$ cat src/rtl/apb_arbiter_pkg.sv
// apb_arbiter_pkg: shared FSM state codes, requester id type and timeout counter width helper
package apb_arbiter_pkg;
  localparam logic [1:0] ST_IDLE   = 2'd0;
  localparam logic [1:0] ST_SETUP  = 2'd1;
  localparam logic [1:0] ST_ACCESS = 2'd2;
  localparam logic [1:0] ST_RESP   = 2'd3;
  typedef logic req_id_t;
  function automatic int tmo_w(input int n);
    return n < 1 ? 1 : $clog2(n + 1);
  endfunction
endpackage

$ cat src/rtl/apb_rr_pick.sv
// apb_rr_pick: combinational two-way round-robin picker favouring the requester not granted last
module apb_rr_pick
  import apb_arbiter_pkg::*;
(
  input  logic [1:0] req,
  input  req_id_t    last,
  output req_id_t    gnt_id,
  output logic       gnt_vld
);
  always_comb begin
    gnt_vld = |req;
    gnt_id  = &req ? ~last : req[1];
  end
endmodule

$ cat src/rtl/apb_arbiter.sv
// apb_arbiter: shares one downstream APB completer between two requesters, round-robin, with stall timeout
module apb_arbiter
  import apb_arbiter_pkg::*;
#(
  parameter int ADDR_W         = 32,
  parameter int DATA_W         = 32,
  parameter int TIMEOUT_CYCLES = 16
) (
  input  logic              clk,
  input  logic              rst,
  input  logic [ADDR_W-1:0] apbReq0_paddr,
  input  logic              apbReq0_psel,
  input  logic              apbReq0_penable,
  input  logic              apbReq0_pwrite,
  input  logic [DATA_W-1:0] apbReq0_pwdata,
  output logic              apbReq0_pready,
  output logic [DATA_W-1:0] apbReq0_prdata,
  output logic              apbReq0_pslverr,
  input  logic [ADDR_W-1:0] apbReq1_paddr,
  input  logic              apbReq1_psel,
  input  logic              apbReq1_penable,
  input  logic              apbReq1_pwrite,
  input  logic [DATA_W-1:0] apbReq1_pwdata,
  output logic              apbReq1_pready,
  output logic [DATA_W-1:0] apbReq1_prdata,
  output logic              apbReq1_pslverr,
  output logic [ADDR_W-1:0] apbOut_paddr,
  output logic              apbOut_psel,
  output logic              apbOut_penable,
  output logic              apbOut_pwrite,
  output logic [DATA_W-1:0] apbOut_pwdata,
  input  logic              apbOut_pready,
  input  logic              apbOut_pslverr,
  input  logic [DATA_W-1:0] apbOut_prdata,
  output logic              timeout_evt,
  output logic              busy
);
  localparam int CW = tmo_w(TIMEOUT_CYCLES);
  logic [1:0]        state;
  req_id_t           last, gid, gnt_id;
  logic              gnt_vld, tmo_hit, done, rsp, rerr;
  logic [CW-1:0]     cnt;
  logic [DATA_W-1:0] rdata;
  apb_rr_pick u_pick (
    .req     ({apbReq1_psel, apbReq0_psel}),
    .last    (last),
    .gnt_id  (gnt_id),
    .gnt_vld (gnt_vld)
  );
  always_comb begin
    tmo_hit = (TIMEOUT_CYCLES != 0) && state == ST_ACCESS && !apbOut_pready
              && cnt == CW'(TIMEOUT_CYCLES - 1);
    done    = state == ST_ACCESS && (apbOut_pready || tmo_hit);
  end
  always_ff @(posedge clk) begin
    if (rst) begin
      state          <= ST_IDLE;
      last           <= 1'b1;
      gid            <= 1'b0;
      cnt            <= '0;
      apbOut_paddr   <= '0;
      apbOut_psel    <= 1'b0;
      apbOut_penable <= 1'b0;
      apbOut_pwrite  <= 1'b0;
      apbOut_pwdata  <= '0;
      rsp            <= 1'b0;
      rdata          <= '0;
      rerr           <= 1'b0;
    end else begin
      case (state)
        ST_IDLE: if (gnt_vld) begin
          gid           <= gnt_id;
          last          <= gnt_id;
          apbOut_paddr  <= gnt_id ? apbReq1_paddr : apbReq0_paddr;
          apbOut_pwrite <= gnt_id ? apbReq1_pwrite : apbReq0_pwrite;
          apbOut_pwdata <= gnt_id ? apbReq1_pwdata : apbReq0_pwdata;
          apbOut_psel   <= 1'b1;
          state         <= ST_SETUP;
        end
        ST_SETUP: begin
          apbOut_penable <= 1'b1;
          cnt            <= '0;
          state          <= ST_ACCESS;
        end
        ST_ACCESS: if (done) begin
          apbOut_psel    <= 1'b0;
          apbOut_penable <= 1'b0;
          rdata          <= apbOut_pready ? apbOut_prdata : '0;
          rerr           <= apbOut_pready ? apbOut_pslverr : 1'b1;
          rsp            <= 1'b1;
          state          <= ST_RESP;
        end else begin
          cnt <= cnt + 1'b1;
        end
        default: begin
          rsp   <= 1'b0;
          state <= ST_IDLE;
        end
      endcase
    end
  end
  always_comb begin
    apbReq0_pready  = rsp & ~gid;
    apbReq1_pready  = rsp & gid;
    apbReq0_prdata  = apbReq0_pready ? rdata : '0;
    apbReq1_prdata  = apbReq1_pready ? rdata : '0;
    apbReq0_pslverr = apbReq0_pready & rerr;
    apbReq1_pslverr = apbReq1_pready & rerr;
    timeout_evt     = tmo_hit;
    busy            = state != ST_IDLE;
  end
endmodule

$ cat config.mk
export PLATFORM = sky130hd
export DESIGN_NAME = apb_arbiter
export DESIGN_NICKNAME = d
export VERILOG_FILES = /design/src/rtl/apb_arbiter_pkg.sv /design/src/rtl/apb_rr_pick.sv /design/src/rtl/apb_arbiter.sv
export SDC_FILE = /design/constraint.sdc
export NUM_CORES = 1
export LEC_CHECK = 0
export BUFFER_PORTS_ARGS = -buffer_cell sky130_fd_sc_hd__buf_2
export CORE_MARGIN = 3
export CORE_UTILIZATION = 39
export CTS_CLUSTER_DIAMETER = 100
export DETAILED_ROUTE_END_ITERATION = 12
export PLACE_DENSITY = 0.87
export SLEW_MARGIN = 10
export SYNTH_ARGS = -nofsm -noshare
export SYNTH_HDL_FRONTEND = slang
export SYNTH_SLANG_ARGS = --single-unit
$ cat constraint.sdc
create_clock -name clk -period 1.6 [get_ports clk]
set_input_delay 0.16 -clock clk [delete_from_list [all_inputs] [get_ports clk]]
set_output_delay 0.16 -clock clk [all_outputs]
set_load 0.1 [all_outputs]
==> results of run 1 <==
[registers in the layout, indices dropped and copies added, names as in the netlist, 2 cells and up]
name,count
rdata,32
cnt,5
state,2
apbOut_paddr,32
apbOut_pwdata,32
[final timing paths]
path,cells after the start,to,slack (ps),start
max,5,timeout_evt,-110,cnt[1]$_SDFFE_PP0P_
min,2,rdata[2]$_SDFFE_PP0P_,40,apbOut_prdata[2]
max reg2reg,7,rsp$_SDFFE_PP0P_,-90,cnt[1]$_SDFFE_PP0P_
min reg2reg,1,apbOut_penable$_SDFFE_PP0P_,470,apbOut_penable$_SDFFE_PP0P_
[logic make-up after synthesis]
kind of cell | synth area share [%]
AO/OA/AOI/OAI | 26.4
XOR/XNOR | 0.178
adder cells (fa/ha/maj) | 1.27
buffers and inverters | 5.71
flip-flops | 44.9
multiplexers | 0.408
AND/OR/NAND/NOR | 21.2
[critical path: stages (launching register included)]
cell,delay (ps)
dfxtp_2,340
ha_4,150
and3_4,180
ha_4,160
and3b_2,210
buf_12,160
[metrics by stage]
stage | power [mW] | cells | hold WS (ps) | area [sq um]
6_report | 17.8 | 1076 | 39.2 | 8940
5_1_grt | 18.5 | 1076 | 29.7 | 8940
4_1_cts | 16.5 | 1055 | 24.9 | 8320
3_5_place_dp | 13.9 | 1027 | 380 | 7800
3_3_place_gp | 13.6 | 1027 | 376 | 7800
2_1_floorplan | 11.7 | 583 | 293 | 4990
[repair_timing]
action                     in CTS  in global routing
pin swaps                       9                 23
gates resized for setup        33                 82
gates cloned                    4                 10
buffers inserted                8                 10
setup endpoints to repair     156                157
[power groups by stage]
stage | sequential [mW] | clock (mW) | combinational [mW]
global route | 4.11 | 2.22 | 12.2
CTS | 3.98 | 2.12 | 10.4
global placement | 3.97 | 0 | 9.68
finish | 4.03 | 2.10 | 11.7
floorplan | 8.60 | 0 | 3.06
detailed placement | 4.02 | 0 | 9.85
[layout make-up]
| class | count | area, sq um | share of cell area [%] |
|---|---|---|---|
| clock inverters | 3 | 20.0 | 0.224 |
| clock buffers | 13 | 250 | 2.80 |
| multi-input cells | 416 | 2860 | 32.0 |
| repair buffers | 359 | 3360 | 37.5 |
| diodes | 2 | 5.00 | 0.0560 |
| well taps | 168 | 210 | 2.35 |
| inverters | 5 | 25.0 | 0.280 |
| flip-flops and latches | 110 | 2210 | 24.7 |
[cell usage in the layout (no fill, tap or decap), types with 2 or more instances in the layout]
cell type,n
inv_1,2
nand2b_1,3
clkbuf_16,17
o21a_1,2
dfxtp_1,104
nand3_2,3
a21oi_1,63
o21ai_0,11
a22o_1,32
nor2_4,3
dfxtp_2,5
buf_6,12
and3_4,7
and3_1,28
nor2_1,58
buf_16,2
nor3_1,3
a211oi_1,31
clkinvlp_4,3
diode_2,2
ha_1,2
a21oi_4,7
a211oi_2,24
nand2_1,69
mux2i_1,2
buf_2,234
clkbuf_1,3
buf_12,80
buf_8,3
buf_4,20
a21oi_2,12
ha_4,3
and2_4,33
[routing by layer]
layer  GRT usage [%]  wire [um]
met3            6.27       1630
met5               0          0
met1            28.7       7930
met4            11.6        811
met2            44.4      10600
==> flow_summary.toml, run 1 <==
[run_status]
run_status = "finished with violations"
violations = "setup timing"

[clocking]
cts_root_buffer = "clkbuf_16"
insertion_delay_ps = 340
cts_hold_buf = 0
cts_sinks = 110
clkTransAtPathRegs_ps = 70
cts_tree = "yes"
cts_max_level = 3
cts_buffer_depth = 2
cts_buffers = 9

[drt]
ant_nets = 0
wire_per_inst_um = 19.5
via_count = 5854
avgViaCountPerCell = 5.44
route.detailed.drc = 0
drt_iter0_drc = 517
drtPass1Iterations = 5
routed_wl_mm = 21.0

[cells_and_area]
drive_above_1_share_pct = 53.5
nets = 1076
area_delta_synth_final_pct = 82.2
nFillCells = 756
final_core_util_pct = 73.5

[synth]
yosys.area.top_type = "dfxtp_1"
ys_types = 36
synth.most_common_cell = "dfxtp_1"
seq_area_frac_synth_pct = 44.9
synth_area_sq_mm = 0.00491
synth_edf_count = 0
synth_flop_cell = "dfxtp_1"
synth_top_cells_by_count = "dfxtp_1, a21oi_1, nand2_1"
synth_top_area_share_pct = 44.9
netlist_top_cells_area = "dfxtp_1, a21oi_1, a211oi_1"
async_flop_share_pct = 0
syn_avg_cell_area_sq_um = 8.42
ys_seq_elements = 110
synth_fp_nets = 758
synthCells = 583
yosysWarnings = 0

[power_and_ir_drop]
ir_drop_v = 0.00148
clkPwrFrac_pct = 11.8
p_int_mw = 7.97
p_sw_mw = 9.84
p_sw_share_pct = 55.2
p_leak_nw = 4.15
seq_power_share_pct = 22.6
power_density_mw_per_mm2 = 1990
pwr-share-comb_pct = 65.6

[sta]
setup_viol = 74
layout_min_cycle_time_ps = 1710
rsz0062_at_grt = "yes"
setup_tns_ps = -3970
worstMarginPinSlew_ps = 541
slew_viol_final = 0
clock_skew_ps = 7.55
fmax_mhz = 586
relSlewSlack_pct = 63.9
layout_setup_ws_ps = -106
fin_crit_sh_pct = 107
hold_viol_final = 0

[floorplan]
dieHeight_um = 118
floorplan.initialDensity_pct = 40.4
dieWidth_um = 118
rows = 40
core_area_sq_mm = 0.0122
dieArea_sq_mm = 0.0140
ioPinCount = 307

[placed_design]
portBuffers = 304
dp_slack_ps = -399
place.gp.congestion = 0.840
dpl.hpwl_mm = 13.4

[critical_path]
critPathKind = "flip-flop to primary output"
cp.arrival_ps = 1550
critPathRequiredTime_ps = 1440
critical_path.max_fanout = 4
endpoint_kind = "primary output"
startpoint_type = "flip-flop"

[grt]
grt_pass1_vias = 5556
grt-ovfl-total = 0
grt_pass1_wl_mm = 28.6
grtUsageTotal_pct = 25.3
grt_start_max_net_pins = 58
antenna_found_initial = 2

[run]
maxCapViolations = 0

[worst_hold_path]
hp-class = "primary input to flip-flop"
(Power assumes the default switching activity.)
==> run 2, diff against run 1 <==
==> constraint.sdc (replaced) <==
create_clock -name clk -period 1.6 [get_ports clk]
set_input_delay 0.32 -clock clk [delete_from_list [all_inputs] [get_ports clk]]
set_output_delay 0.32 -clock clk [all_outputs]
set_load 0.1 [all_outputs]
==> run 2 against run 1 <==
The flow still finishes with violations (setup timing). First-iteration DRC count up 67%. Sequential power up 2%. Maximum frequency down 16%. Non-clock buffer count up 6. Worst hold slack better by 160 ps. Register-to-register slack worse by 330 ps. Final area up 1.7%. Sequential cell count unchanged. Final cell count up 0.56%. Largest power group unchanged. Highest routed layer is now met5.
==> flow_summary.toml, run 2 (synthesized netlist as in run 1, its figures left out) <==
[run_status]
run_status = "finished with violations"
violations = "setup timing"

[placed_design]
portBuffers = 304
dp_slack_ps = -109
dpl.hpwl_mm = 13.4
place_area_sq_mm = 0.00791
place.gp.congestion = 0.875

[clocking]
cts_buffers = 9
cts_sinks = 110
cts_tree = "yes"
cts_hold_buf = 0
cts_max_level = 3
insertion_delay_ps = 350
cts_root_buffer = "clkbuf_16"
cts_buffer_depth = 2
clkTransAtPathRegs_ps = 90

[drt]
routed_wl_mm = 25.7
drt_iter0_drc = 861
wl_met1_mm = 8.67
via_count = 6403
wire_per_inst_um = 23.8
wl_met2_mm = 12.4
avgViaCountPerCell = 5.92
top_layer = "met5"
route.detailed.drc = 0
drtPass1Iterations = 7
ant_nets = 0
route.met3.wl_mm = 2.89

[floorplan]
dieArea_sq_mm = 0.0140
dieWidth_um = 118
ioPinCount = 307
core_area_sq_mm = 0.0122
floorplan.initialDensity_pct = 40.4
dieHeight_um = 118
rows = 40

[cells_and_area]
nFillCells = 728
reg_top3 = "apbOut_paddr: 32 flops, apbOut_pwdata: 32 flops, rdata: 32 flops"
drive_above_1_share_pct = 54.1
final_cell_area_sq_mm = 0.00910
area_delta_synth_final_pct = 85.4
final_core_util_pct = 74.8
mostFrequentLayoutCell = "buf_2"
nets = 1081
mostFrequentLayoutCells = "buf_2, dfxtp_1, buf_12"

[grt]
grt-ovfl-total = 0
grtUsageTotal_pct = 30.2
grt_pass1_vias = 6129
grt_pass1_wl_mm = 33.7
grt_start_max_net_pins = 66
antenna_found_initial = 2

[sta]
slew_viol_final = 0
fmax_mhz = 495
fin_crit_sh_pct = 126
rsz0062_at_grt = "yes"
clock_skew_ps = 11.2
worstMarginPinSlew_ps = 529
holdWs_ps = 196
hold_viol_final = 0
setup_viol = 119
layout_min_cycle_time_ps = 2020
relSlewSlack_pct = 65.0
layout_setup_ws_ps = -421

[power_and_ir_drop]
power_density_mw_per_mm2 = 1970
p_leak_nw = 4.15
ir_drop_v = 0.00158
total_power_mw = 18.0

[critical_path]
cp.arrival_ps = 2290
worstPathCellList = "ha_4 -> and3_4 -> ha_4 -> buf_4 -> o21a_4 -> nor2_4 -> buf_12 -> buf_12 -> a22o_1"
endpoint_kind = "flip-flop"
critPathRequiredTime_ps = 1870
max_stage_delay_ps = 350
critical_path.max_fanout = 6
cpMaxStageDelayCell = "dfxtp_2"
critPathKind = "flip-flop to flip-flop"
startpoint_type = "flip-flop"

[worst_hold_path]
hp-class = "primary input to flip-flop"

[run]
maxCapViolations = 0
## run 2: layout make-up
type | count | area, sq um | area share, %
Sequential cell | 110 | 2210 | 24.3
Multi-Input combinational cell | 415 | 2820 | 31.0
Clock buffer | 9 | 225 | 2.47
Inverter | 5 | 22.5 | 0.247
Antenna cell | 3 | 7.51 | 0.0825
Tap cell | 168 | 210 | 2.31
Timing Repair Buffer | 365 | 3520 | 38.7
Clock inverter | 7 | 80.1 | 0.880
## run 2: worst max-delay path: cells and delay by family (launching register included)
kind | cells | cell delay [ps]
adder cells (fa/ha/maj) | 2 | 320
flip-flops | 1 | 350
buffers and inverters | 3 | 450
AND/OR/NAND/NOR | 2 | 360
AO/OA/AOI/OAI | 2 | 450
## run 2: stage by stage
step                      TNS [ps]  instances
after floorplan                  0        583
after global placement        -104       1026
after detailed placement     -1370       1026
after CTS                   -19720       1068
after global routing        -32680       1081
final                       -30850       1082
## run 2: path summary, 6_finish.rpt
check | slack, ps | cells after the start | start | endpoint
max | -420 | 9 | cnt[0]$_SDFFE_PP0P_ | rdata[0]$_SDFFE_PP0P_
min | 200 | 2 | apbOut_prdata[24] | rdata[24]$_SDFFE_PP0P_
max reg2reg | -420 | 9 | cnt[0]$_SDFFE_PP0P_ | rdata[0]$_SDFFE_PP0P_
min reg2reg | 480 | 1 | apbOut_penable$_SDFFE_PP0P_ | apbOut_penable$_SDFFE_PP0P_
## run 2: timing repair
| item | 4_1_cts | 5_1_grt |
|---|---|---|
| endpoints found under the hold margin | 0 | 0 |
| setup buffers | 18 | 9 |
| cloned | 9 | 6 |
| setup endpoints to repair | 112 | 137 |
| resized for setup | 77 | 22 |
| pin swaps | 18 | 22 |
## run 2: power by group
part | leakage, nW | switching [mW] | total (mW) | internal (mW)
Combinational | 3.09 | 8.42 | 11.4 | 3.02
Clock | 0.148 | 1.14 | 2.39 | 1.24
Sequential | 0.908 | 0.582 | 4.13 | 3.55
Total | 4.15 | 10.1 | 18.0 | 7.82
## run 2: metal layers
layer  GRT usage [%]  vias to the layer above
li1                -                     2707
met1            33.8                     2962
met2            52.6                      586
met3            8.09                      146
met4            15.2                        2
met5               0                        -
